### src/rtl/pipeline_pkg.sv
// Shared widths, memory-stage state encoding and writeback record for the pipeline.
package pipeline_pkg;

  localparam int unsigned DATA_WIDTH        = 64;
  localparam int unsigned REG_INDEX_BITS    = 5;
  localparam int unsigned THREAD_INDEX_BITS = 3;
  localparam int unsigned IMMEDIATE_WIDTH   = 16;
  localparam int unsigned ADDR_WIDTH        = 16;

  typedef enum logic [1:0] {
    IDLE     = 2'd0,
    REQ      = 2'd1,
    WAIT_RSP = 2'd2
  } mem_state_t;

  typedef struct packed {
    logic [THREAD_INDEX_BITS-1:0] thread_index;
    logic [REG_INDEX_BITS-1:0]    reg_index;
    logic [DATA_WIDTH-1:0]        data;
  } wb_rec_t;

endpackage

### src/rtl/mem_stage_if.sv
// Upstream instruction, data-memory and writeback signals of the memory stage.
interface mem_stage_if #(
  parameter int unsigned IMMEDIATE_WIDTH   = pipeline_pkg::IMMEDIATE_WIDTH,
  parameter int unsigned DATA_WIDTH        = pipeline_pkg::DATA_WIDTH,
  parameter int unsigned REG_INDEX_BITS    = pipeline_pkg::REG_INDEX_BITS,
  parameter int unsigned THREAD_INDEX_BITS = pipeline_pkg::THREAD_INDEX_BITS,
  parameter int unsigned ADDR_WIDTH        = pipeline_pkg::ADDR_WIDTH
);
  import pipeline_pkg::*;

  logic                         in_valid;
  logic                         in_ready;
  logic                         in_increment_flag;
  logic                         in_load_word_flag;
  logic                         in_store_word_flag;
  logic [IMMEDIATE_WIDTH-1:0]   in_immediate;
  logic [THREAD_INDEX_BITS-1:0] in_thread_index;
  logic [REG_INDEX_BITS-1:0]    in_reg_index;
  logic [DATA_WIDTH-1:0]        in_data;

  logic                         mem_req;
  logic                         mem_we;
  logic [ADDR_WIDTH-1:0]        mem_addr;
  logic [DATA_WIDTH-1:0]        mem_wdata;
  logic                         mem_gnt;
  logic                         mem_rvalid;
  logic [DATA_WIDTH-1:0]        mem_rdata;

  logic                         wb_valid;
  logic [THREAD_INDEX_BITS-1:0] wb_thread_index;
  logic [REG_INDEX_BITS-1:0]    wb_reg_index;
  logic [DATA_WIDTH-1:0]        wb_data;
  logic                         illegal_op;

  // Environment side: upstream stage, data memory and register file.
  modport master (
    output in_valid, in_increment_flag, in_load_word_flag, in_store_word_flag,
    output in_immediate, in_thread_index, in_reg_index, in_data,
    output mem_gnt, mem_rvalid, mem_rdata,
    input  in_ready, mem_req, mem_we, mem_addr, mem_wdata,
    input  wb_valid, wb_thread_index, wb_reg_index, wb_data, illegal_op
  );

  modport slave (
    input  in_valid, in_increment_flag, in_load_word_flag, in_store_word_flag,
    input  in_immediate, in_thread_index, in_reg_index, in_data,
    input  mem_gnt, mem_rvalid, mem_rdata,
    output in_ready, mem_req, mem_we, mem_addr, mem_wdata,
    output wb_valid, wb_thread_index, wb_reg_index, wb_data, illegal_op
  );

endinterface

### src/rtl/mem_req_buffer.sv
// Holding register for the accepted instruction; drives a request that stays stable until grant.
module mem_req_buffer #(
  parameter int unsigned IMMEDIATE_WIDTH   = pipeline_pkg::IMMEDIATE_WIDTH,
  parameter int unsigned DATA_WIDTH        = pipeline_pkg::DATA_WIDTH,
  parameter int unsigned REG_INDEX_BITS    = pipeline_pkg::REG_INDEX_BITS,
  parameter int unsigned THREAD_INDEX_BITS = pipeline_pkg::THREAD_INDEX_BITS,
  parameter int unsigned ADDR_WIDTH        = pipeline_pkg::ADDR_WIDTH
) (
  input  logic                         clk,
  input  logic                         rst_n,
  input  logic                         i_capture,
  input  logic                         i_mem_op,
  input  logic                         i_store,
  input  logic                         i_grant,
  input  logic [IMMEDIATE_WIDTH-1:0]   i_immediate,
  input  logic [DATA_WIDTH-1:0]        i_data,
  input  logic [REG_INDEX_BITS-1:0]    i_reg_index,
  input  logic [THREAD_INDEX_BITS-1:0] i_thread_index,
  output logic                         o_mem_req,
  output logic                         o_mem_we,
  output logic [ADDR_WIDTH-1:0]        o_mem_addr,
  output logic [DATA_WIDTH-1:0]        o_mem_wdata,
  output logic [REG_INDEX_BITS-1:0]    o_reg_index,
  output logic [THREAD_INDEX_BITS-1:0] o_thread_index
);
  import pipeline_pkg::*;

  logic                         r_req;
  logic                         r_we;
  logic [ADDR_WIDTH-1:0]        r_addr;
  logic [DATA_WIDTH-1:0]        r_wdata;
  logic [REG_INDEX_BITS-1:0]    r_reg_index;
  logic [THREAD_INDEX_BITS-1:0] r_thread_index;

  // Capture happens only in IDLE and grant only in REQ, so request fields never move mid-request.
  always_ff @(posedge clk or negedge rst_n) begin
    if (!rst_n) begin
      r_req          <= 1'b0;
      r_we           <= 1'b0;
      r_addr         <= '0;
      r_wdata        <= '0;
      r_reg_index    <= '0;
      r_thread_index <= '0;
    end else if (i_capture) begin
      r_reg_index    <= i_reg_index;
      r_thread_index <= i_thread_index;
      if (i_mem_op) begin
        r_req   <= 1'b1;
        r_we    <= i_store;
        r_addr  <= i_immediate[ADDR_WIDTH-1:0];
        r_wdata <= i_store ? i_data : '0;
      end
    end else if (i_grant) begin
      r_req <= 1'b0;
    end
  end

  assign o_mem_req      = r_req;
  assign o_mem_we       = r_we;
  assign o_mem_addr     = r_addr;
  assign o_mem_wdata    = r_wdata;
  assign o_reg_index    = r_reg_index;
  assign o_thread_index = r_thread_index;

endmodule

### src/rtl/mem_stage.sv
// Memory-access stage: one load/store per instruction over req/gnt/rvalid, registered writeback.
module mem_stage #(
  parameter int unsigned IMMEDIATE_WIDTH   = pipeline_pkg::IMMEDIATE_WIDTH,
  parameter int unsigned DATA_WIDTH        = pipeline_pkg::DATA_WIDTH,
  parameter int unsigned REG_INDEX_BITS    = pipeline_pkg::REG_INDEX_BITS,
  parameter int unsigned THREAD_INDEX_BITS = pipeline_pkg::THREAD_INDEX_BITS,
  parameter int unsigned ADDR_WIDTH        = pipeline_pkg::ADDR_WIDTH
) (
  input logic        clk,
  input logic        rst_n,
  mem_stage_if.slave bus
);
  import pipeline_pkg::*;

  mem_state_t                   r_state;
  logic                         r_wb_valid;
  logic                         r_illegal;
  logic [THREAD_INDEX_BITS-1:0] r_wb_thread_index;
  logic [REG_INDEX_BITS-1:0]    r_wb_reg_index;
  logic [DATA_WIDTH-1:0]        r_wb_data;

  logic                         w_accept;
  logic                         w_mem_op;
  logic                         w_grant;
  logic [REG_INDEX_BITS-1:0]    w_hold_reg_index;
  logic [THREAD_INDEX_BITS-1:0] w_hold_thread_index;

  assign w_accept = (r_state == IDLE) && bus.in_valid;
  assign w_mem_op = bus.in_load_word_flag ^ bus.in_store_word_flag;
  assign w_grant  = (r_state == REQ) && bus.mem_gnt;

  mem_req_buffer #(
    .IMMEDIATE_WIDTH  (IMMEDIATE_WIDTH),
    .DATA_WIDTH       (DATA_WIDTH),
    .REG_INDEX_BITS   (REG_INDEX_BITS),
    .THREAD_INDEX_BITS(THREAD_INDEX_BITS),
    .ADDR_WIDTH       (ADDR_WIDTH)
  ) u_req_buffer (
    .clk           (clk),
    .rst_n         (rst_n),
    .i_capture     (w_accept),
    .i_mem_op      (w_mem_op),
    .i_store       (bus.in_store_word_flag),
    .i_grant       (w_grant),
    .i_immediate   (bus.in_immediate),
    .i_data        (bus.in_data),
    .i_reg_index   (bus.in_reg_index),
    .i_thread_index(bus.in_thread_index),
    .o_mem_req     (bus.mem_req),
    .o_mem_we      (bus.mem_we),
    .o_mem_addr    (bus.mem_addr),
    .o_mem_wdata   (bus.mem_wdata),
    .o_reg_index   (w_hold_reg_index),
    .o_thread_index(w_hold_thread_index)
  );

  always_ff @(posedge clk or negedge rst_n) begin
    if (!rst_n) begin
      r_state           <= IDLE;
      r_wb_valid        <= 1'b0;
      r_illegal         <= 1'b0;
      r_wb_thread_index <= '0;
      r_wb_reg_index    <= '0;
      r_wb_data         <= '0;
    end else begin
      r_wb_valid <= 1'b0;
      r_illegal  <= 1'b0;
      unique case (r_state)
        IDLE: begin
          if (bus.in_valid) begin
            if (w_mem_op) begin
              r_state <= REQ;
            end else if (bus.in_load_word_flag) begin
              r_illegal <= 1'b1;
            end else begin
              r_wb_valid        <= 1'b1;
              r_wb_data         <= bus.in_data;
              r_wb_reg_index    <= bus.in_reg_index;
              r_wb_thread_index <= bus.in_thread_index;
            end
          end
        end
        REQ: begin
          if (bus.mem_gnt) begin
            if (bus.mem_we) begin
              r_state <= IDLE;
            end else if (bus.mem_rvalid) begin
              // Response together with grant completes the load without visiting WAIT_RSP.
              r_state           <= IDLE;
              r_wb_valid        <= 1'b1;
              r_wb_data         <= bus.mem_rdata;
              r_wb_reg_index    <= w_hold_reg_index;
              r_wb_thread_index <= w_hold_thread_index;
            end else begin
              r_state <= WAIT_RSP;
            end
          end
        end
        WAIT_RSP: begin
          if (bus.mem_rvalid) begin
            r_state           <= IDLE;
            r_wb_valid        <= 1'b1;
            r_wb_data         <= bus.mem_rdata;
            r_wb_reg_index    <= w_hold_reg_index;
            r_wb_thread_index <= w_hold_thread_index;
          end
        end
        default: r_state <= IDLE;
      endcase
    end
  end

  assign bus.in_ready        = rst_n && (r_state == IDLE);
  assign bus.wb_valid        = r_wb_valid;
  assign bus.wb_thread_index = r_wb_thread_index;
  assign bus.wb_reg_index    = r_wb_reg_index;
  assign bus.wb_data         = r_wb_data;
  assign bus.illegal_op      = r_illegal;

endmodule

### src/flat_wrapper.sv
// flat-port wrapper written by rule: the top's interface ports become plain ports
module mem_stage_flat import pipeline_pkg::*;
#(
  parameter int unsigned IMMEDIATE_WIDTH   = pipeline_pkg::IMMEDIATE_WIDTH,
  parameter int unsigned DATA_WIDTH        = pipeline_pkg::DATA_WIDTH,
  parameter int unsigned REG_INDEX_BITS    = pipeline_pkg::REG_INDEX_BITS,
  parameter int unsigned THREAD_INDEX_BITS = pipeline_pkg::THREAD_INDEX_BITS,
  parameter int unsigned ADDR_WIDTH        = pipeline_pkg::ADDR_WIDTH
)
  (clk, rst_n, bus_in_valid, bus_in_increment_flag, bus_in_load_word_flag, bus_in_store_word_flag, bus_in_immediate, bus_in_thread_index, bus_in_reg_index, bus_in_data, bus_mem_gnt, bus_mem_rvalid, bus_mem_rdata, bus_in_ready, bus_mem_req, bus_mem_we, bus_mem_addr, bus_mem_wdata, bus_wb_valid, bus_wb_thread_index, bus_wb_reg_index, bus_wb_data, bus_illegal_op);
  mem_stage_if #(.IMMEDIATE_WIDTH(IMMEDIATE_WIDTH), .DATA_WIDTH(DATA_WIDTH), .REG_INDEX_BITS(REG_INDEX_BITS), .THREAD_INDEX_BITS(THREAD_INDEX_BITS), .ADDR_WIDTH(ADDR_WIDTH)) bus_i ();
  input logic clk;
  input logic rst_n;
  input wire logic [$bits(bus_i.in_valid)-1:0] bus_in_valid;
  input wire logic [$bits(bus_i.in_increment_flag)-1:0] bus_in_increment_flag;
  input wire logic [$bits(bus_i.in_load_word_flag)-1:0] bus_in_load_word_flag;
  input wire logic [$bits(bus_i.in_store_word_flag)-1:0] bus_in_store_word_flag;
  input wire logic [$bits(bus_i.in_immediate)-1:0] bus_in_immediate;
  input wire logic [$bits(bus_i.in_thread_index)-1:0] bus_in_thread_index;
  input wire logic [$bits(bus_i.in_reg_index)-1:0] bus_in_reg_index;
  input wire logic [$bits(bus_i.in_data)-1:0] bus_in_data;
  input wire logic [$bits(bus_i.mem_gnt)-1:0] bus_mem_gnt;
  input wire logic [$bits(bus_i.mem_rvalid)-1:0] bus_mem_rvalid;
  input wire logic [$bits(bus_i.mem_rdata)-1:0] bus_mem_rdata;
  output wire logic [$bits(bus_i.in_ready)-1:0] bus_in_ready;
  output wire logic [$bits(bus_i.mem_req)-1:0] bus_mem_req;
  output wire logic [$bits(bus_i.mem_we)-1:0] bus_mem_we;
  output wire logic [$bits(bus_i.mem_addr)-1:0] bus_mem_addr;
  output wire logic [$bits(bus_i.mem_wdata)-1:0] bus_mem_wdata;
  output wire logic [$bits(bus_i.wb_valid)-1:0] bus_wb_valid;
  output wire logic [$bits(bus_i.wb_thread_index)-1:0] bus_wb_thread_index;
  output wire logic [$bits(bus_i.wb_reg_index)-1:0] bus_wb_reg_index;
  output wire logic [$bits(bus_i.wb_data)-1:0] bus_wb_data;
  output wire logic [$bits(bus_i.illegal_op)-1:0] bus_illegal_op;
  assign bus_i.in_valid = bus_in_valid;
  assign bus_i.in_increment_flag = bus_in_increment_flag;
  assign bus_i.in_load_word_flag = bus_in_load_word_flag;
  assign bus_i.in_store_word_flag = bus_in_store_word_flag;
  assign bus_i.in_immediate = bus_in_immediate;
  assign bus_i.in_thread_index = bus_in_thread_index;
  assign bus_i.in_reg_index = bus_in_reg_index;
  assign bus_i.in_data = bus_in_data;
  assign bus_i.mem_gnt = bus_mem_gnt;
  assign bus_i.mem_rvalid = bus_mem_rvalid;
  assign bus_i.mem_rdata = bus_mem_rdata;
  assign bus_in_ready = bus_i.in_ready;
  assign bus_mem_req = bus_i.mem_req;
  assign bus_mem_we = bus_i.mem_we;
  assign bus_mem_addr = bus_i.mem_addr;
  assign bus_mem_wdata = bus_i.mem_wdata;
  assign bus_wb_valid = bus_i.wb_valid;
  assign bus_wb_thread_index = bus_i.wb_thread_index;
  assign bus_wb_reg_index = bus_i.wb_reg_index;
  assign bus_wb_data = bus_i.wb_data;
  assign bus_illegal_op = bus_i.illegal_op;
  mem_stage #(.IMMEDIATE_WIDTH(IMMEDIATE_WIDTH), .DATA_WIDTH(DATA_WIDTH), .REG_INDEX_BITS(REG_INDEX_BITS), .THREAD_INDEX_BITS(THREAD_INDEX_BITS), .ADDR_WIDTH(ADDR_WIDTH)) u_core (.clk(clk), .rst_n(rst_n), .bus(bus_i));
endmodule
### config.mk
export PLATFORM = sky130hd
export DESIGN_NAME = mem_stage_flat
export DESIGN_NICKNAME = d
export VERILOG_FILES = /design/src/rtl/pipeline_pkg.sv /design/src/rtl/mem_stage_if.sv /design/src/rtl/mem_req_buffer.sv /design/src/rtl/mem_stage.sv /design/src/flat_wrapper.sv
export SDC_FILE = /design/constraint.sdc
export NUM_CORES = 1
export LEC_CHECK = 0
export ABC_CLOCK_PERIOD_IN_PS = 3300
export BUFFER_PORTS_ARGS = -buffer_cell sky130_fd_sc_hd__clkbuf_2
export CORE_MARGIN = 2
export CORE_UTILIZATION = 30
export CTS_CLUSTER_DIAMETER = 120
export DETAILED_ROUTE_END_ITERATION = 10
export PLACE_DENSITY = 0.65
export SLEW_MARGIN = 30
export SYNTH_ARGS = -nofsm -noshare
export SYNTH_HDL_FRONTEND = slang
export SYNTH_SLANG_ARGS = --single-unit
### constraint.sdc
create_clock -name clk -period 3.3 [get_ports clk]
set_clock_uncertainty 0.2 [all_clocks]
set_input_delay 0.495 -clock clk [delete_from_list [all_inputs] [get_ports clk]]
set_output_delay 0.495 -clock clk [all_outputs]
set_load 0.02 [all_outputs]
# ---- Yosys cells after proc, flatten, opt, wreduce, memory -nomap -nowiden
# Cells that the tools add are included.
dict set report word_totals {
  regBits 166
  in_bits 160
  out_inout_bits 157
  elab_cells 76
}
dict set report op_classes {
  eq_ne 10
  mux 43
  bitwise 1
  reduce_logical 10
}
# operator count
set ops {}
lappend ops {{$mux W64} 7}
lappend ops {{$pmux W64 S3} 1}
lappend ops {{$mux W5} 6}
lappend ops {{$mux W3} 6}
lappend ops {{$pmux W5 S3} 1}
lappend ops {{$ne A2 B2 Y1 const B} 7}
lappend ops {{$mux W1} 13}
lappend ops {{$mux W2} 6}
lappend ops {{$pmux W3 S3} 1}
lappend ops {{$pmux W2 S3} 1}
lappend ops {{$reduce_and A6 Y1} 1}
lappend ops {{$reduce_and A2 Y1} 2}
lappend ops {{$reduce_and A4 Y1} 1}
lappend ops {{$logic_and A1 B1 Y1} 3}
lappend ops {{$pmux W1 S3} 1}
lappend ops {{$reduce_bool A3 Y1} 1}
lappend ops {{$eq A2 B1 Y1 const B} 1}
lappend ops {{$eq A2 B2 Y1 const B} 1}
lappend ops {{$logic_not A2 Y1} 1}
lappend ops {{$ne A2 B1 Y1 const B} 1}
lappend ops {{$reduce_bool A2 Y1} 1}
lappend ops {{$xor A1 B1 Y1} 1}

# ---- Depth between registers and ports, before layout
dict set report logic_depth {
  word_depth 4
  mapped_depth 9
  mapped_depth_nobuf 5
}

# ---- By module
# Synthesis repeated with hierarchy kept, for this count alone.
dict set report unflattened {
  cells_unflattened 611
  hier_area_um2 7897.6
}
# module n_inst cells_each area_each_um2 seq_area_each_um2
set modules_own_cells {}
lappend modules_own_cells {mem_stage 1 269 4175.3 1901.8}
lappend modules_own_cells {mem_req_buffer 1 342 3722.3 2252.2}

# ---- Least setup slack after synthesis
# Ideal clock, no wire load.
dict set report synth_path {
  path_type {input-to-reg}
  start {in bus_in_store_word_flag}
  end {reg u_core.r_wb_data[12], in the netlist u_core.bus.wb_data[12]}
  setup_time_ns 0.125
  arrival_ns 2.544
  t_required_ns 2.975
  slack_ns 0.432
  path_stages 7
  path_cell_list {clkbuf_1 -> inv_1 -> ha_1 -> or3b_1 -> a221oi_4 -> buf_6 -> mux2_2}
}
dict set report synth_between {
  elab_chain_cells 3
}
# item line_no
set synth_rtl {}
lappend synth_rtl {{start: declaration} flat_wrapper.sv:17} ;# input wire logic [$bits(bus_i.in_store_word_flag)-1:0] bus_in_store_word_flag;
lappend synth_rtl {{$xor A1 B1 Y1} mem_stage.sv:29} ;# assign w_mem_op = bus.in_load_word_flag ^ bus.in_store_word_flag;
lappend synth_rtl {{$ne A2 B2 Y1 (no source line)} -}
lappend synth_rtl {{$reduce_and A6 Y1 (no source line)} -}
lappend synth_rtl {{end signal: assignment} mem_stage.sv:77} ;# r_wb_data <= bus.in_data;
lappend synth_rtl {{end signal: assignment} mem_stage.sv:91} ;# r_wb_data <= bus.mem_rdata;
lappend synth_rtl {{end signal: assignment} mem_stage.sv:103} ;# r_wb_data <= bus.mem_rdata;
lappend synth_rtl {{end: declaration} mem_stage.sv:20} ;# logic [DATA_WIDTH-1:0] r_wb_data;
# Every way passes these cells.
# A chain may end at the register's enable or synchronous reset.

# ---- Worst setup path in the final report
dict set report layout_path {
  start {reg u_core.r_state[0]}
  end {reg u_core.r_wb_data[38], in the netlist u_core.bus.wb_data[38]}
}
dict set report layout_between {
  elab_chain_cells 3
}
# item line_no
set layout_rtl {}
lappend layout_rtl {{start: declaration} mem_stage.sv:15} ;# mem_state_t r_state;
lappend layout_rtl {{start signal: assignment} mem_stage.sv:59} ;# r_state <= IDLE;
lappend layout_rtl {{start signal: assignment} mem_stage.sv:72} ;# r_state <= REQ;
lappend layout_rtl {{start signal: assignment} mem_stage.sv:86} ;# r_state <= IDLE;
lappend layout_rtl {{$eq A2 B1 Y1 (tied with other cells)} mem_stage.sv:68} ;# unique case (r_state)
lappend layout_rtl {{$ne A2 B2 Y1 (no source line) / $reduce_bool A3 Y1 (equally long branches)} -}
lappend layout_rtl {{$reduce_and A6 Y1 (no source line)} -}
# Several ways; a longest one is shown, not always the timed one.

==> results.txt <==
* Vias in the first global route: 5629
* Final-layout fill cell count: 2378
* Warning count from the yosys run: 0
- Cell area after synthesis: 0.00733 mm2
- Number of buffers inserted during clock tree synthesis: 17
- For this configuration, the core starts out at a cell density of 30.3%.
- Entering global routing, the biggest net connects 167 pins.
- Area occupied by multi-input gates: 0.00297 mm2
- In this run the tightest slew margin relative to its limit is 48.5%.
- Count of final hold-check violations: 0
- Worst hold margin: 0.112 ns
* Number of flip-flops and latches in the synthesized netlist: 166
* GR Util All Layers: 15.3%
- Worst setup slack after layout: 0.729 ns
- Summed over all layers, the global routing overflow is 0.
* Outcome: finished clean
* Maximum ir drop on the vdd rail: 0.436 mV
- Clock Pin Slew Worst Setup and Hold Paths: 0.07 ns
- Total detailed-routing wirelength: 19.5 mm
* Seq/Total Area, Yosys: 56.7%
- Vias per cell: 4.41
- Number of nets produced by synthesis: 769
- Flip-flop and latch area: 0.00415 mm2
* Kind of start point of the critical path: flip-flop
- Vias: 5493
* Clock Sinks: 166
- Final period utilization: 77.9%
- Setup violations remaining at the end of the flow were counted as 0.
* Arrival time at the worst endpoint: 2.67 ns
* Starting DRC count in detailed routing: 267
* CORE AREA: 0.0242 mm2
- The min-delay analysis places its worst path in the category input port to flip-flop.
* Unrepaired setup endpoints after global routing: no
* Yosys cell types: 23
* Count of buffers from port buffering: 315
* Slew at the pin closest to its max-slew limit: 0.773 ns
* H-tree level count: 4
* Clk_lat worst skew: 0.41 ns
* Required time of the critical path: 3.39 ns
- Average cell area after synthesis: 12.2 um2
* Final Critical Period: 2.57 ns
- Number of routed nets with antenna violations: 0
- LEAKAGE: 0.00487 uW
- Reg2reg setup slack: 0.73 ns
- Crit Path Max Fanout: 44
- After detailed routing, the average wire length per cell comes to 15.7 um.
* Antenna violations before repair: 2
- Clk Tree Root Cell: clkbuf_16
- Endpoint class of the critical path: flip-flop
- Maximum achievable frequency: 0.389 GHz
* Place WS: 0.474 ns
- For this design the top-level I/O count stands at 317.
- Routability congestion estimate: 0.820
- The post-route netlist has 56.7% of its cells at a drive strength greater than 1.
- PD cells: 1100 mW/mm2
- Number of max-slew violations in the final report: 0
* Post-detail-place hpwl: 13.9 mm
- The die covers 0.0257 mm2.
- Synthesis handed over a netlist of 601 instances.
* Crit Path Class: flip-flop to flip-flop
- 1st-pass router iterations: 5
- Maximum Capacitance Violations: 0
* Clock tree buffer depth: 2
- Die extent in x: 160 um
- The first global-routing pass estimated 31.2 mm of wire.
* Post-layout net count: 1076
* Relative area change from synthesis to final layout: 34.4%
- For this run, design rule violations remaining after detail routing come to 0.
* Num rows: 57
- The die is 160 um tall.
- Post-Route Setup TNS: 0 ns
* Clock tree from TritonCTS: yes
power by group:
part | switching, uW | total, uW | internal [uW]
Clock | 867 | 1840 | 972
Sequential | 540 | 3630 | 3090
Combinational | 3000 | 5320 | 2330
Total | 4400 | 10800 | 6390
logic make-up after synthesis:
family,synth area share [%]
adder cells (fa/ha/maj),1.37
multiplexers,26.2
buffers and inverters,3.09
AO/OA/AOI/OAI,5.19
flip-flops,56.7
AND/OR/NAND/NOR,7.44
final cells by class:
type | count | area share [%]
sequential | 166 | 42.2
multi-input combinational | 389 | 30.2
timing repair buffer | 327 | 17.8
clock buffer | 19 | 4.39
tap | 324 | 4.12
clock inverter | 13 | 0.991
inverter | 7 | 0.267
antenna | 1 | 0.0254
layout by cell type, fill, tap and decap left out:
cell / n
clkbuf_1: 2
nand3_4: 1
dfrtp_1: 166
clkbuf_16: 17
buf_16: 1
clkinvlp_4: 4
or3b_1: 1
mux2i_1: 2
nand2_1: 132
a32oi_1: 1
nand3_1: 1
and3b_1: 1
clkinv_4: 2
ha_1: 7
inv_6: 4
nor2_1: 1
clkbuf_2: 314
mux2_2: 163
clkinv_2: 3
o21ai_0: 66
a221oi_4: 1
ha_4: 1
nand2b_1: 1
mux2_1: 6
a222oi_1: 1
a21oi_1: 1
buf_6: 1
and3_1: 1
buf_12: 5
and2_1: 1
dlygate4sd3_1: 1
buf_4: 5
diode_2: 1
inv_1: 7
worst max-delay path, stage by stage (launching register included):
cell and delay (ns):
dfrtp_1 0.42, inv_1 0.12, ha_4 0.51, mux2i_1 0.17, a221oi_4 0.31, buf_12 0.30, mux2_2 0.37
worst paths after layout:
check | startpoint | endpoint | cells after the start
worst max-delay path | u_core.r_state[0] | u_core.bus.wb_data[38] | 6
worst min-delay path | bus_in_immediate[13] | u_core.u_req_buffer.o_mem_addr[13] | 2
worst max register to register | u_core.r_state[0] | u_core.bus.wb_data[38] | 6
worst min register to register | u_core.u_req_buffer.o_mem_wdata[4] | u_core.u_req_buffer.o_mem_wdata[4] | 2
max in group asynchronous | rst_n | u_core.bus.wb_data[1] | 4
min in group asynchronous | rst_n | u_core.u_req_buffer.o_mem_wdata[19] | 3
Yosys cell counts (all sizes together):
cell type	instances	area, um2
clkbuf	28	105
ha	8	100
and3b	1	8.76
mux2i	2	20.0
nand3	2	10.0
a221oi	1	26.3
nor2	1	3.75
inv	7	26.3
and2	1	6.26
and3	1	6.26
nand2b	1	6.26
buf	11	95.1
dfrtp	166	4150
nand2	132	495
a32oi	1	8.76
a222oi	1	10.0
or3b	1	8.76
mux2	169	1900
o21ai	66	330
a21oi	1	5.00
metrics by stage:
stage	util [%]	area, um2	power (uW)	std cells
2_1_floorplan	-	7330	7240	601
3_3_place_gp	38.4	9280	8960	1211
3_5_place_dp	38.4	9280	9090	1211
4_1_cts	40.6	9810	11000	1243
5_1_grt	40.7	9850	11500	1245
6_report	40.7	9850	10800	1246
flip-flops by register name, indices dropped and copies added, names as in the netlist:
name	flops
u_core.bus.illegal_op	1
u_core.bus.wb_data	64
u_core.bus.wb_reg_index	5
u_core.bus.wb_thread_index	3
u_core.bus.wb_valid	1
u_core.r_state	2
u_core.u_req_buffer.o_mem_addr	16
u_core.u_req_buffer.o_mem_req	1
u_core.u_req_buffer.o_mem_wdata	64
u_core.u_req_buffer.o_mem_we	1
u_core.u_req_buffer.o_reg_index	5
u_core.u_req_buffer.o_thread_index	3
repair_timing:
action                                 4_1_cts  5_1_grt
resized for setup                            0        0
endpoints found under the hold margin        0       80
hold buffers                                 0        1
buffers inserted                             0        0
layer usage:
layer	up-vias	track usage (%)	part of all wire [%]
li1	2676	-	-
met2	161	26.5	51
met5	-	0	0.097
met3	18	4.62	6.0
met4	2	4.59	1.6
met1	2636	18.4	41
No activity file was read; power rests on OpenSTA's default activity.
